[config.mk]
export PLATFORM = sky130hd
export DESIGN_NAME = seq_divider
export DESIGN_NICKNAME = d
export VERILOG_FILES = /design/src/rtl/seq_divider.sv
export SDC_FILE = /design/constraint.sdc
export NUM_CORES = 1
export LEC_CHECK = 0
export ABC_AREA = 1
export BUFFER_PORTS_ARGS = -buffer_cell sky130_fd_sc_hd__buf_2
export CELL_PAD_IN_SITES_DETAIL_PLACEMENT = 1
export CELL_PAD_IN_SITES_GLOBAL_PLACEMENT = 2
export CORE_MARGIN = 5
export CORE_UTILIZATION = 29
export DETAILED_ROUTE_END_ITERATION = 6
export HOLD_SLACK_MARGIN = 0.02
export PLACE_DENSITY = 0.78
export SETUP_SLACK_MARGIN = 0.3
export SYNTH_ARGS = -nofsm -noshare
export SYNTH_HDL_FRONTEND = slang
export SYNTH_SLANG_ARGS = --single-unit
export TNS_END_PERCENT = 10
[constraint.sdc]
create_clock -name clk -period 1.7 [get_ports clk]
set_input_delay 0.34 -clock clk [delete_from_list [all_inputs] [get_ports clk]]
set_output_delay 0.34 -clock clk [all_outputs]
set_load 0.1 [all_outputs]
[src/rtl/seq_divider.sv]
// Unsigned restoring divider: one quotient bit per clock, results held until the next completion.
// state  | meaning
// IDLE   | waiting for start; last results held on q/r/dz/ZF
// RUN    | iterating, one quotient bit per edge
// DONE   | one-cycle done strobe, then back to IDLE
module seq_divider #(
  parameter int WIDTH = 4
) (
  input  logic             clk,
  input  logic             rst,
  input  logic             start,
  input  logic [WIDTH-1:0] a,
  input  logic [WIDTH-1:0] b,
  output logic             busy,
  output logic             done,
  output logic [WIDTH-1:0] q,
  output logic [WIDTH-1:0] r,
  output logic             dz,
  output logic             ZF
);

  localparam int CW = $clog2(WIDTH);
  localparam logic [CW-1:0] CNT_LAST = CW'(WIDTH - 1);

  typedef enum logic [1:0] {
    S_IDLE = 2'd0,
    S_RUN  = 2'd1,
    S_DONE = 2'd2
  } state_t;

  state_t           state_q, state_d;
  logic [CW-1:0]    cnt_q, cnt_d;
  logic [WIDTH-1:0] rem_q, rem_d;
  logic [WIDTH-1:0] dvd_q, dvd_d;
  logic [WIDTH-1:0] dsr_q, dsr_d;
  logic [WIDTH-1:0] q_q, q_d;
  logic [WIDTH-1:0] r_q, r_d;
  logic             dz_q, dz_d;
  logic             zf_q, zf_d;

  // Partial remainder stays below the divisor, so WIDTH+1 bits hold the shifted value and the signed trial.
  logic [WIDTH:0]   shifted;
  logic [WIDTH:0]   trial;
  logic             trial_neg;
  logic [WIDTH-1:0] rem_step;
  logic [WIDTH-1:0] quo_step;

  always_ff @(posedge clk or posedge rst) begin
    if (rst) begin
      state_q <= S_IDLE;
    end else begin
      state_q <= state_d;
    end
  end

  always_comb begin
    state_d = state_q;
    case (state_q)
      S_IDLE: begin
        if (start) begin
          state_d = (b == '0) ? S_DONE : S_RUN;
        end
      end
      S_RUN: begin
        if (cnt_q == CNT_LAST) begin
          state_d = S_DONE;
        end
      end
      S_DONE:  state_d = S_IDLE;
      default: state_d = S_IDLE;
    endcase
  end

  always_comb begin
    busy = (state_q == S_RUN);
    done = (state_q == S_DONE);
  end

  always_comb begin
    shifted   = {rem_q, dvd_q[WIDTH-1]};
    trial     = shifted - {1'b0, dsr_q};
    trial_neg = trial[WIDTH];
    rem_step  = trial_neg ? shifted[WIDTH-1:0] : trial[WIDTH-1:0];
    quo_step  = {dvd_q[WIDTH-2:0], ~trial_neg};
  end

  always_comb begin
    cnt_d = cnt_q;
    rem_d = rem_q;
    dvd_d = dvd_q;
    dsr_d = dsr_q;
    q_d   = q_q;
    r_d   = r_q;
    dz_d  = dz_q;
    zf_d  = zf_q;
    case (state_q)
      S_IDLE: begin
        if (start) begin
          dsr_d = b;
          if (b != '0) begin
            cnt_d = '0;
            rem_d = '0;
            dvd_d = a;
          end else begin
            q_d  = '1;
            r_d  = a;
            dz_d = 1'b1;
            zf_d = 1'b0;
          end
        end
      end
      S_RUN: begin
        cnt_d = cnt_q + 1'b1;
        rem_d = rem_step;
        dvd_d = quo_step;
        // Results are published only on the final step so partial quotients never reach q.
        if (cnt_q == CNT_LAST) begin
          q_d  = quo_step;
          r_d  = rem_step;
          dz_d = 1'b0;
          zf_d = (quo_step == '0);
        end
      end
      default: ;
    endcase
  end

  always_ff @(posedge clk or posedge rst) begin
    if (rst) begin
      cnt_q <= '0;
      rem_q <= '0;
      dvd_q <= '0;
      dsr_q <= '0;
      q_q   <= '0;
      r_q   <= '0;
      dz_q  <= 1'b0;
      zf_q  <= 1'b1;
    end else begin
      cnt_q <= cnt_d;
      rem_q <= rem_d;
      dvd_q <= dvd_d;
      dsr_q <= dsr_d;
      q_q   <= q_d;
      r_q   <= r_d;
      dz_q  <= dz_d;
      zf_q  <= zf_d;
    end
  end

  assign q  = q_q;
  assign r  = r_q;
  assign dz = dz_q;
  assign ZF = zf_q;

endmodule
* Word-level counts from Yosys, hierarchy flattened
Cells that the tools add are included.
Storage, ports and cells: register bits 26, input bits 11, output and inout bits 12
Operators by class: add/sub/neg operators 2, equality and inequality tests 7, multiplexer cells 30, bitwise logic cells 1, reduce and logical (&&, ||, !) cells 9
Operators by type and width (count):
- $mux 4 | 11
- $pmux 4 s2 | 4
- $mux 2 | 5
- $logic_not 4->1 | 2
- $pmux 2 s2 | 2
- $mux 1 | 6
- $ne 2x2->1 const B | 3
- $sub 5x4->5 | 1
- $eq 2x2->1 const B | 2
- $pmux 1 s2 | 2
- $reduce_and 2->1 | 2
- $reduce_and 4->1 | 1
- $reduce_bool 4->1 | 1
- $reduce_and 3->1 | 1
- $add 2x1->2 const B | 1
- $eq 2x1->1 const B | 1
- $logic_not 2->1 | 1
- $ne 2x1->1 const B | 1
- $reduce_bool 2->1 | 1
- $not 1->1 | 1

* Longest topological paths before layout
Gate-level depths: netlist of the first run.
word-level depth 5, mapped depth 12, mapped depth without buffers 12

* Least setup slack after synthesis of the first run
Ideal clock, no wire load.
path kind flip-flop to output port, start point reg state_q[0], end point out done, data arrival time 1.668 ns, data required time 1.360 ns, setup slack -0.308 ns, stages on the path, launching flop included 2, path buffers 0, cells stage by stage dfrtp_1 -> nor2_1
On the way: word-level cells in the longest chain between the ends 1
Ends and longest elaborated chain:
- start, declared | line 31 | state_t state_q, state_d;
- start signal, assigned | line 52 | state_q <= state_d;
- $eq 2x2->1 | line 76 | done = (state_q == S_DONE);
- end, declared | line 15 | output logic done,
No other way between the ends.

* Worst setup path in the final report of the first run
start point reg dvd_q[3], end point reg dvd_q[0]
On the way: word-level cells in the longest chain between the ends 3
Ends and longest elaborated chain:
- start, declared | line 34 | logic [WIDTH-1:0] dvd_q, dvd_d;
- start signal, assigned | line 141 | dvd_q <= dvd_d;
- $sub 5x4->5 | line 81 | trial = shifted - {1'b0, dsr_q};
- $not 1->1 | line 84 | quo_step = {dvd_q[WIDTH-2:0], ~trial_neg};
- $pmux 4 s2 | line 96 | case (state_q)
No other way between the ends. A chain may end at the register's enable or synchronous reset.

==> flow_summary.json, run 1 <==
{
  "finalNonFillerCells": 257,
  "drv_slew": 0,
  "path_buf_inv": 3,
  "final.setup.worst_slack_ns": -0.06485,
  "finalCritPeriodShare_pct": 103.8,
  "avgViaCountPerCell": 4.864,
  "ant_nets": 0,
  "clk_latency_ns": 0.27,
  "antenna_cells": 0,
  "path_clk_slew_ns": 0.10,
  "use_met3_pct": 2.721,
  "netlist_instances": 167,
  "rsz0062_at_grt": "yes",
  "grt_antenna_before_repair": 0,
  "initial_core_util_pct": 29.48,
  "drt-initial-drc-count": 30,
  "max_stage_delay_ns": 0.41,
  "cp_slowest_cell": "dfrtp_1",
  "syn_area_sq_um": 1374,
  "ys_ff_latch": 26,
  "io_pins": 23,
  "grt_overflow_total": 0,
  "htreeDepth": 1,
  "yosysTopAreaCell": "dfrtp_1",
  "cp-end-kind": "flop",
  "design_area_sq_um": 1952,
  "cp_top_family": "adder cells",
  "multi_input_area_sq_um": 764.5,
  "cp-start-kind": "flop",
  "cp.arrival_ns": 1.97,
  "clkSinkCount": 26,
  "dp_cells": 248,
  "grt_first_pass_wirelength_um": 6982,
  "numCtsBuffers": 3,
  "cts_tree": "done",
  "die_w_um": 78.83,
  "ctsRootBufferMaster": "clkbuf_8",
  "synth_cell_type_count": 26,
  "clockBufferDepth": 2,
  "num_vias": 1250,
  "core_area_sq_um": 4661,
  "grtUsageMet2_pct": 27.33,
  "fmax_mhz": 566.6,
  "drtPass1Iterations": 3,
  "critPathRequiredTime_ns": 1.90,
  "place_worst_setup_slack_ns": -0.1161,
  "drc": 0,
  "critical_path_class": "reg2reg",
  "tightest_slew_ns": 0.4942,
  "die_h_um": 78.83,
  "rows": 25,
  "seq_area_sq_um": 653.1,
  "place.gp.congestion": 0.7769,
  "synth_warnings": 0,
  "postSynthAreaPerCell_sq_um": 8.226,
  "ys_top_cells_by_area": "dfrtp_1 (46%), nand3_1 (8.7%), nand2_1 (8.7%), inv_1 (6.8%), ha_1 (4.6%)",
  "finClkSkew_ns": 0.007926,
  "tns_ns": -0.2736,
  "grt_max_degree": 17,
  "min_path_type": "in2async",
  "violations": "negative setup slack",
  "grt-busiest-layer": "met2",
  "wl_per_cell_um": 16.30,
  "drive_above_1_share_pct": 39.41,
  "worstPathCellList": "inv_2, ha_4, inv_2, fa_2, nand3_2, nand3_2, nand2_4, buf_6, nand2_2, a31oi_2",
  "io_buffers": 22,
  "dieArea_sq_um": 6214,
  "routed_wl_um": 4188,
  "dp_hpwl_um": 3005,
  "cts.hold.buffers_added": 0,
  "maxSlewHeadroom_pct": 67.02,
  "synth_top_area_share_pct": 45.54,
  "fill_cells": 552,
  "area.growth.synth_to_final_pct": 42.08,
  "max-cap-violations": 0,
  "status": "finished with violations",
  "hold_viol": 0,
  "grtUsageTotal_pct": 14.23,
  "nets": 221,
  "syn_nets": 184,
  "dpl-instance-area_sq_um": 1619,
  "seq_area_frac_synth_pct": 47.45,
  "grt_pass1_vias": 1458,
  "fin_crit_ns": 1.765,
  "finalSetupViolCount": 7,
  "gr-usage-met1_pct": 15.57,
  "crit_fanout": 5
}
## cell usage in the layout, fill, tap and decap left out, types with 2 or more instances in the layout
master and instances:
nand2_4 4, inv_1 21, clkbuf_4 3, or2_0 4
buf_2 10, clkbuf_8 3, nand2_2 3, buf_6 2
nand3_2 13, inv_2 5, nand2_1 26, o21ai_1 2
nand3_4 3, dfrtp_1 24, a21oi_1 6, nor2_2 3
buf_12 3, nand3_1 8, nor2_1 13, ha_1 3
o21ai_0 10, buf_4 16
## worst reg2reg max path, delay by kind of cell, from the launching register on
| kind | cells | cell delay [ns] |
|---|---|---|
| DFF | 1 | 0.41 |
| buffers and inverters | 3 | 0.24 |
| and+or+nand+nor | 4 | 0.40 |
| adders and majority gates | 2 | 0.49 |
| AOI/OAI and AO/OA | 1 | 0.17 |
## logic make-up (layout without fill, tap and decap cells)
family | after synthesis | in the layout | share of synthesized area [%]
xor+xnor | 1 | 1 | 0.6376
fa+ha+maj | 6 | 6 | 6.011
compound gates | 24 | 24 | 9.837
simple gates | 80 | 80 | 26.59
flops | 26 | 26 | 47.45
buf+inv | 30 | 66 | 9.472
## registers in the layout (all words and copies together), names as in the netlist
name,count
state_q,2
q,4
rem_q,4
dsr_q,4
dz,1
r,4
dvd_q,4
ZF,1
cnt_q,2
## cells in the mapped netlist
cell	instances
inv_1	25
a21oi_1	6
o21ai_1	2
a31o_2	1
o21a_1	1
nor2_1	14
o211ai_1	1
dfrtp_1	25
nand3_1	24
ha_1	5
dfstp_2	1
o21ai_0	10
inv_4	1
xor2_1	1
buf_6	2
a31oi_1	2
or2_0	4
nor2_2	2
nor2_4	1
nand2_4	1
inv_2	2
fa_1	1
nand4_1	1
a22o_1	1
nand2_1	32
nand2_2	1
## area by class of cell
type / instances / area share (%)
well taps: 54 / 3.462
flip-flops and latches: 26 / 33.46
repair buffers: 34 / 14.10
clock buffers: 3 / 2.115
inverters: 28 / 6.154
multi-input cells: 111 / 39.17
clock inverters: 1 / 1.538
## layer usage
layer / up-vias / part of all wire, % / wire (um)
met4: 0 / 0.91 / 38
met1: 621 / 40 / 1692
met5: - / 0 / 0
met2: 18 / 56 / 2342
li1: 606 / - / -
met3: 5 / 2.7 / 114
## stage by stage
| stage | utilization, % | hold slack [ns] |
|---|---|---|
| floorplan | - | 0.3793 |
| global placement | 34.74 | 0.3728 |
| detailed placement | 34.74 | 0.3835 |
| CTS | 40.11 | 0.07684 |
| global route | 41.88 | 0.09272 |
| finish | 41.88 | 0.06733 |
## path summary, 6_finish.rpt
path	start	to	slack (ns)	cells after the start
worst max-delay path	dvd_q[3]	dvd_q[0]	-0.06	10
worst min-delay path	rst	dvd_q[0]	0.07	2
worst max register to register	dvd_q[3]	dvd_q[0]	-0.06	10
worst min register to register	ZF	ZF	0.49	2
max in group asynchronous	rst	state_q[0]	1.17	3
min in group clk	b[3]	dsr_q[3]	0.33	3
## what timing repair did
item	in CTS	in global routing
pin swaps	7	8
hold endpoints to repair	0	0
setup endpoints to repair	21	19
gates resized for setup	41	16
buffers inserted	4	1
Power of run 1 is not shown: default switching activity piles up to over one toggle a cycle in this logic, so the estimate is an artifact.
==> run 2: changes to the inputs <==
--- a/config.mk
+++ b/config.mk
@@ -9,6 +9,7 @@
 export BUFFER_PORTS_ARGS = -buffer_cell sky130_fd_sc_hd__buf_2
 export CELL_PAD_IN_SITES_DETAIL_PLACEMENT = 1
 export CELL_PAD_IN_SITES_GLOBAL_PLACEMENT = 2
+export CORE_ASPECT_RATIO = 0.8
 export CORE_MARGIN = 5
 export CORE_UTILIZATION = 29
 export DETAILED_ROUTE_END_ITERATION = 6
==> flow_summary.json, run 2 (synthesis results as in run 1) <==
{
  "dieArea_sq_um": 6222,
  "ctsRootBufferMaster": "clkbuf_8",
  "path_clk_slew_ns": 0.10,
  "cts.hold.buffers_added": 0,
  "drtPass1Iterations": 4,
  "area.growth.synth_to_final_pct": 37.52,
  "grt_max_degree": 27,
  "avgViaCountPerCell": 4.773,
  "drt-initial-drc-count": 46,
  "drv_slew": 0,
  "status": "finished clean",
  "critPathRequiredTime_ns": 1.88,
  "grt_antenna_before_repair": 0,
  "antenna_cells": 0,
  "grt_pass1_vias": 1337,
  "io_buffers": 22,
  "critical_path_class": "reg2reg",
  "initial_core_util_pct": 29.89,
  "max-cap-violations": 0,
  "num_vias": 1241,
  "die_w_um": 86.95,
  "drc": 0,
  "ant_nets": 0,
  "clkSinkCount": 26,
  "cp-end-kind": "flop",
  "rows": 22,
  "grtUsageTotal_pct": 12.60,
  "cp-start-kind": "flop",
  "nets": 218,
  "layout_commonest_cell": "nand2_1",
  "clk_latency_ns": 0.28,
  "dp_hpwl_um": 2729,
  "dp_cells": 252,
  "grt_first_pass_wirelength_um": 6196,
  "finalNonFillerCells": 260,
  "core_area_sq_um": 4597,
  "place.gp.congestion": 0.7575,
  "finalSetupViolCount": 0,
  "clockBufferDepth": 2,
  "place_worst_setup_slack_ns": -0.07832,
  "cts_tree": "done",
  "fill_cells": 558,
  "grt_overflow_total": 0,
  "finClkSkew_ns": 0.006366,
  "hold_ws_ns": 0.1094,
  "die_h_um": 71.56,
  "drive_above_1_share_pct": 38.00,
  "htreeDepth": 1,
  "cp.arrival_ns": 1.87,
  "fin_crit_ns": 1.683,
  "crit_fanout": 3,
  "routed_wl_um": 3819,
  "wl_per_cell_um": 14.69,
  "finalCritPeriodShare_pct": 98.97,
  "numCtsBuffers": 3,
  "fmax_mhz": 594.4,
  "hold_viol": 0,
  "tightest_slew_ns": 0.3514,
  "maxSlewHeadroom_pct": 76.57,
  "rsz0062_at_grt": "yes",
  "min_path_type": "in2async",
  "io_pins": 23,
  "mostFrequentLayoutCells": "nand2_1 (28), dfrtp_1 (24), inv_1 (22), buf_4 (17), nand3_2 (14)",
  "final.setup.worst_slack_ns": 0.01750
}
==> run 2: layer usage <==
| metal | routed length [um] | global-route usage (%) | vias to the layer above |
|---|---|---|---|
| li1 | - | - | 601 |
| met4 | 50 | 2.941 | 0 |
| met5 | 0 | 0 | - |
| met2 | 1964 | 21.65 | 19 |
| met3 | 136 | 3.678 | 4 |
| met1 | 1667 | 15.51 | 617 |
==> run 2: final cells by class <==
class | instances | area, sq um | share of cell area (%)
Tap cell | 60 | 75.07 | 3.974
Clock buffer | 4 | 55.05 | 2.914
Sequential cell | 26 | 653.1 | 34.57
Multi-Input combinational cell | 111 | 745.7 | 39.47
Inverter | 28 | 115.1 | 6.093
Timing Repair Buffer | 31 | 245.2 | 12.98
==> run 2: worst paths after layout <==
kind                                from  endpoint  slack (ns)  cells past startpoint
worst min register to register        ZF        ZF        0.50                      2
max in group asynchronous            rst        ZF        1.29                      3
worst max register to register  dvd_q[3]      r[2]        0.02                     10
worst min-delay path                 rst      r[0]        0.11                      3
min in group clk                    b[3]  dsr_q[3]        0.33                      3
worst max-delay path            dvd_q[3]      r[2]        0.02                     10
==> run 2: metrics by stage <==
step	area [sq um]	utilization, %	TNS, ns
floorplan	1384	-	0
global placement	1599	34.79	-0.006605
detailed placement	1599	34.79	-0.1879
CTS	1753	38.13	-0.2928
global route	1889	41.10	-0.4027
finish	1889	41.10	0
==> run 2: timing repair <==
action	4_1_cts	5_1_grt
endpoints found under the setup margin	22	18
resized for setup	26	27
pin swaps	5	14
buffers inserted	2	2
==> run 2: critical path: stages (launching register included) <==
cell,delay (ns)
dfrtp_1,0.39
inv_2,0.07
ha_4,0.12
inv_2,0.04
fa_2,0.36
buf_4,0.16
xor2_2,0.17
nand3_2,0.09
nand3_1,0.09
nand2_1,0.06
inv_1,0.03
Power of run 2 is left out for the same reason.
